===== config.mk =====
export PLATFORM = sky130hd
export DESIGN_NAME = fpnew_opgroup_result_arbiter
export DESIGN_NICKNAME = d
export VERILOG_FILES = /design/src/rtl/fpnew_opgroup_result_arbiter.sv
export SDC_FILE = /design/constraint.sdc
export NUM_CORES = 1
export LEC_CHECK = 0
export CELL_PAD_IN_SITES_DETAIL_PLACEMENT = 1
export CELL_PAD_IN_SITES_GLOBAL_PLACEMENT = 1
export CORE_AREA = 2 2 142 144
export DETAILED_ROUTE_END_ITERATION = 8
export DIE_AREA = 0 0 144 146
export PLACE_DENSITY_LB_ADDON = 0.15
export SYNTH_ARGS = -nofsm -noshare
export SYNTH_HDL_FRONTEND = slang
export SYNTH_SLANG_ARGS = --single-unit

===== constraint.sdc =====
create_clock -name clk_i -period 4.5 [get_ports clk_i]
set_input_delay 0.9 -clock clk_i [delete_from_list [all_inputs] [get_ports clk_i]]
set_output_delay 0.9 -clock clk_i [all_outputs]
set_load 0.005 [all_outputs]

===== src/rtl/fpnew_opgroup_result_arbiter.sv =====
// Round-robin merge of per-format slice results onto one registered output port.
// Carries the status-flag type used by the slices; only the result arbiter relies on it here.
package fpnew_pkg;
   typedef struct packed {
      logic NV;
      logic DZ;
      logic OF;
      logic UF;
      logic NX;
   } status_t;
endpackage

module fpnew_opgroup_result_arbiter #(
   parameter int unsigned NumSlices = 4,
   parameter int unsigned Width     = 64,
   parameter type         TagType   = logic,
   localparam int unsigned IdxWidth = (NumSlices > 1) ? $clog2(NumSlices) : 1
) (
   input  logic                                 clk_i,
   input  logic                                 rst_ni,
   input  logic [NumSlices-1:0][Width-1:0]      slice_result_i,
   input  fpnew_pkg::status_t [NumSlices-1:0]   slice_status_i,
   input  logic [NumSlices-1:0]                 slice_ext_bit_i,
   input  TagType [NumSlices-1:0]               slice_tag_i,
   input  logic [NumSlices-1:0]                 slice_valid_i,
   output logic [NumSlices-1:0]                 slice_ready_o,
   input  logic                                 flush_i,
   output logic [Width-1:0]                     result_o,
   output fpnew_pkg::status_t                   status_o,
   output logic                                 extension_bit_o,
   output TagType                               tag_o,
   output logic [IdxWidth-1:0]                  src_idx_o,
   output logic                                 out_valid_o,
   input  logic                                 out_ready_i,
   output logic                                 busy_o
);

   logic [IdxWidth-1:0] rr_ptr_q, rr_ptr_d;
   logic [IdxWidth-1:0] gnt;
   logic [IdxWidth-1:0] cand_idx;
   int unsigned         cand;
   logic                found;
   logic                load;

   logic [Width-1:0]    result_q;
   fpnew_pkg::status_t  status_q;
   logic                ext_q;
   TagType              tag_q;
   logic [IdxWidth-1:0] src_idx_q;
   logic                out_valid_q;

   // Scan upward from the pointer with wrap; the first valid slice wins.
   always_comb begin
      gnt      = '0;
      found    = 1'b0;
      cand     = 0;
      cand_idx = '0;
      for (int unsigned k = 0; k < NumSlices; k++) begin
         cand = 32'(rr_ptr_q) + k;
         if (cand >= NumSlices) cand = cand - NumSlices;
         cand_idx = IdxWidth'(cand);
         if (!found && slice_valid_i[cand_idx]) begin
            found = 1'b1;
            gnt   = cand_idx;
         end
      end
   end

   assign load     = (|slice_valid_i) & ~flush_i & (~out_valid_q | out_ready_i);
   assign rr_ptr_d = (gnt == IdxWidth'(NumSlices - 1)) ? '0 : gnt + 1'b1;

   always_comb begin
      slice_ready_o = '0;
      if (load) slice_ready_o[gnt] = 1'b1;
   end

   // Data fields only change on a load, so a stalled or drained output stays put.
   always_ff @(posedge clk_i or negedge rst_ni) begin
      if (!rst_ni) begin
         result_q    <= '0;
         status_q    <= '0;
         ext_q       <= 1'b0;
         tag_q       <= '0;
         src_idx_q   <= '0;
         out_valid_q <= 1'b0;
         rr_ptr_q    <= '0;
      end else if (load) begin
         result_q    <= slice_result_i[gnt];
         status_q    <= slice_status_i[gnt];
         ext_q       <= slice_ext_bit_i[gnt];
         tag_q       <= slice_tag_i[gnt];
         src_idx_q   <= gnt;
         out_valid_q <= 1'b1;
         rr_ptr_q    <= rr_ptr_d;
      end else if (flush_i || out_ready_i) begin
         out_valid_q <= 1'b0;
      end
   end

   assign result_o        = result_q;
   assign status_o        = status_q;
   assign extension_bit_o = ext_q;
   assign tag_o           = tag_q;
   assign src_idx_o       = src_idx_q;
   assign out_valid_o     = out_valid_q;
   assign busy_o          = out_valid_q | (|slice_valid_i);

endmodule

==> results <==
- The number of hold buffers added after CTS was 0.
- The share of cells above drive strength 1 is 0.0629.
- The number of warning messages in the yosys log is 0.
- The number of clock buffers inserted by TritonCTS is 9.
- Derived from the worst setup path, the maximum achievable clock frequency is 255 MHz.
- At the pin with the least slew margin, the transition time is 1100 ps.
- The total number of vias is 6012.
- The placement-stage worst setup slack is 591 ps.
- The net count reported at finish is 1150.
- The logic depth of the worst register-to-register path is 5.
- The clock passes through at most 2 buffers.
- The critical path ends at slice_ready_o[2].
- The launch point of the worst reg-to-reg path is rr_ptr_q[1]$_DFFE_PN0P_.
- Setup repair after global routing left no endpoint under its margin.
- The max-slew violation count came to 0.
- Synthesis produced 527 cells.
- The clock period minus final worst setup slack is 3930 ps.
- After synthesis, the mean cell area works out to 9.50 um2.
- The sum of net half-perimeters after detailed placement is 18200 um.
- The endpoint identified for the worst register-to-register timing path is result_o[51]$_DFFE_PN0P_.
- The number of global-route vias before repair came to 6584.
- After the flow finishes, the layout carries non-filler instances totaling 1124.
- Entering global routing, the biggest net connects 77 pins.
- The cell sitting at the root of the clock tree is a sky130_fd_sc_hd__clkbuf_16.
- In this run the worst path has a maximum fanout of 6.
- Of the synthesized area, sequential elements account for 0.380.
- The worst setup path is captured at a primary output.
- The clock sink count is 76.
- The number of inserted filler cells in the final layout is 2188.
- The total I/O pin count is 371.
- The detailed-route vias per instance is 5.35.
- The core area is 0.0193 mm2.
- In this run the worst setup path begins at slice_valid_i[3].
- After synthesis the cells add up to 0.00501 mm2.
- The count of max-cap constraint violations is 0.
- The number of synthesized register bits is 76.
- The first detailed-routing pass took 4 iterations.
- After detailed placement, the total cell area comes to 0.00885 mm2.
- STA classifies the critical path startpoint as a primary input.
- Across every metal layer, demand over resource in global routing totals 0.234.
- The number of different library cells in the post-synthesis netlist is 39.
- The row count is 51.
- The worst-case headroom to the max-slew limit is 0.265.
- The detail-routed net length per standard cell is 22.5 um.
- The worst setup path category is primary input to primary output.
- The die covers 0.0210 mm2.
- The die outline height is 146 um.
- Port buffering added 370 buffers.
- Post-CTS timing repair inserted 0 buffers for setup.
- The effective utilization at floorplan is 0.259.
- The H-tree generated during clock tree synthesis spans 3 levels.
- The run finished with clean final reports.
- After global routing the overflow that remains totals 0.
- Setup slack on the worst reg-to-reg path comes out at 2120 ps.
- The summed area of non-filler cells in the final layout is 0.00910 mm2.
- Across the routed clock network, the largest skew measured is 3.91 ps.
- After detailed routing, the total wire length is 25300 um.
- The count of endpoints failing hold in the final timing report was 0.
- The TritonCTS clock tree is built.
- The most common library cell in the layout ignoring fill and taps is sky130_fd_sc_hd__clkdlybuf4s50_1.
- The areal power density over the cells is 382 mW/mm2.
- Clock latency on the worst-skew pair, taken at its later pin, is 330 ps.
- The leakage power summed over all cells is 3.49 nW.
- Setup violations remaining at the end of the flow were counted as 0.
- The post-layout utilization of the core is 0.471.
- The remaining number of nets flagged by the antenna check after routing is 0.
- The post-synthesis net count is 819.
- The first global-routing pass estimated 37700 um of wire.
- The post-route setup TNS is 0 ps.
- Across the VDD grid, the largest voltage drop is 0.000170 V.
- In the layout the commonest cells are sky130_fd_sc_hd__clkdlybuf4s50_1, sky130_fd_sc_hd__dfrtp_1, sky130_fd_sc_hd__a21oi_1.
- In this run, post-CTS repair resized a total of 0 instances.
- The kind of path behind the tightest hold check is flop to flop.
- Compared with the post-synthesis result, the final layout area differs by 81.7%.
- STA puts the critical path data required time at 3600 ps.
- Once routing completed, OpenROAD measured the worst setup slack at 573 ps.
- The clock transition at the registers of the reported paths is 50 ps.
- The number of remaining DRC errors is 0.
- The first routing iteration left 211 violations.
- The number of antenna violations at the first check in global routing is 1.
- The worst path arrival time is 3030 ps.
- Once placement completed, the tool counted placed cells totaling 1112.
- In the finished design, the share of the clock period the worst path needs comes to 0.873.
- The final weighted congestion of routability-driven global placement is 0.762.
- The die is 144 um wide.
-- state kept, by name (all words and copies together) (netlist names) --
| signal | count |
|---|---|
| extension_bit_o | 1 |
| out_valid_o | 1 |
| result_o | 64 |
| rr_ptr_q | 2 |
| src_idx_o | 2 |
| status_o | 5 |
| tag_o | 1 |
-- critical path, cell delays in order --
cell                              delay [ps]
sky130_fd_sc_hd__clkdlybuf4s50_1         640
sky130_fd_sc_hd__nor4_2                  140
sky130_fd_sc_hd__or3_2                   540
sky130_fd_sc_hd__nor3_1                  230
sky130_fd_sc_hd__clkdlybuf4s50_1         570
-- metal layers --
metal | vias to the layer above | track usage | routed length, um
li1 | 2748 | - | -
met1 | 2963 | 0.264 | 9830
met2 | 262 | 0.421 | 12900
met3 | 39 | 0.0582 | 1850
met4 | 0 | 0.0858 | 692
met5 | - | 0 | 0
-- stage by stage --
stage | total power, mW | hold WS (ps)
finish | 3.47 | 491
global route | 3.69 | 504
CTS | 3.53 | 491
detailed placement | 2.84 | 473
global placement | 2.79 | 460
floorplan | 1.87 | 470
-- worst min-delay path by stage --
stage | startpoint | end | slack, ps | cells after the start
finish | src_idx_o[1]$_DFFE_PN0P_ | src_idx_o[1]$_DFFE_PN0P_ | 490 | 2
global route | src_idx_o[1]$_DFFE_PN0P_ | src_idx_o[1]$_DFFE_PN0P_ | 500 | 2
CTS | src_idx_o[1]$_DFFE_PN0P_ | src_idx_o[1]$_DFFE_PN0P_ | 490 | 2
detailed placement | src_idx_o[1]$_DFFE_PN0P_ | src_idx_o[1]$_DFFE_PN0P_ | 470 | 2
global placement | src_idx_o[1]$_DFFE_PN0P_ | src_idx_o[1]$_DFFE_PN0P_ | 460 | 2
floorplan | src_idx_o[1]$_DFFE_PN0P_ | src_idx_o[1]$_DFFE_PN0P_ | 470 | 2
-- synth_stat cells --
cell,count,share of area
sky130_fd_sc_hd__o211a_2,1,0.0020
sky130_fd_sc_hd__clkbuf_1,38,0.028
sky130_fd_sc_hd__buf_4,3,0.0045
sky130_fd_sc_hd__nand2_1,17,0.013
sky130_fd_sc_hd__nor2b_4,1,0.0027
sky130_fd_sc_hd__nand2b_1,5,0.0062
sky130_fd_sc_hd__a221o_1,58,0.12
sky130_fd_sc_hd__or2_1,1,0.0012
sky130_fd_sc_hd__o221ai_1,8,0.014
sky130_fd_sc_hd__or3_1,1,0.0012
sky130_fd_sc_hd__and4b_1,1,0.0020
sky130_fd_sc_hd__nand2_2,1,0.0012
sky130_fd_sc_hd__nand4b_1,1,0.0017
sky130_fd_sc_hd__o21ai_0,55,0.055
sky130_fd_sc_hd__nor2_8,1,0.0040
sky130_fd_sc_hd__nor2b_2,1,0.0017
sky130_fd_sc_hd__o21a_1,1,0.0015
sky130_fd_sc_hd__o22a_1,58,0.10
sky130_fd_sc_hd__nor4_2,1,0.0025
sky130_fd_sc_hd__buf_2,16,0.016
sky130_fd_sc_hd__nand3_1,49,0.049
sky130_fd_sc_hd__a21boi_1,1,0.0015
sky130_fd_sc_hd__and3_1,1,0.0012
sky130_fd_sc_hd__o22ai_2,1,0.0025
sky130_fd_sc_hd__nor2_1,6,0.0045
sky130_fd_sc_hd__dfrtp_1,76,0.38
sky130_fd_sc_hd__o21ai_1,7,0.0070
sky130_fd_sc_hd__mux2i_1,26,0.052
sky130_fd_sc_hd__and2_1,1,0.0012
sky130_fd_sc_hd__o221ai_2,5,0.015
sky130_fd_sc_hd__a31oi_1,1,0.0012
sky130_fd_sc_hd__nor3_2,1,0.0020
sky130_fd_sc_hd__nor2b_1,2,0.0025
sky130_fd_sc_hd__nand3_2,9,0.018
sky130_fd_sc_hd__a21oi_1,60,0.060
sky130_fd_sc_hd__nor4_4,1,0.0042
sky130_fd_sc_hd__buf_6,8,0.018
sky130_fd_sc_hd__or4_4,1,0.0022
sky130_fd_sc_hd__nor3_1,2,0.0020
-- final cells by class --
type | count | area (um2) | area share
antenna | 1 | 2.50 | 0.000275
clock buffer | 11 | 253 | 0.0278
multi-input combinational | 386 | 2800 | 0.308
sequential | 76 | 1900 | 0.209
tap | 265 | 332 | 0.0364
timing repair buffer | 385 | 3810 | 0.419
-- cells by family (layout without fill, tap and decap cells) --
group,count (synthesis),after routing,synth area share
AO/OA/AOI/OAI,256,256,0.377
AND/OR/NAND/NOR,104,104,0.124
flip-flops,76,76,0.380
buffers and inverters,65,396,0.0670
multiplexers,26,26,0.0520
other,0,1,0
-- where the power goes --
part	leakage (nW)	total (mW)	internal, mW	switching [mW]
clock	0.125	0.664	0.388	0.276
combinational	2.49	1.79	0.966	0.824
sequential	0.874	1.02	0.887	0.131
total	3.49	3.47	2.24	1.23
(Power assumes the default switching activity.)
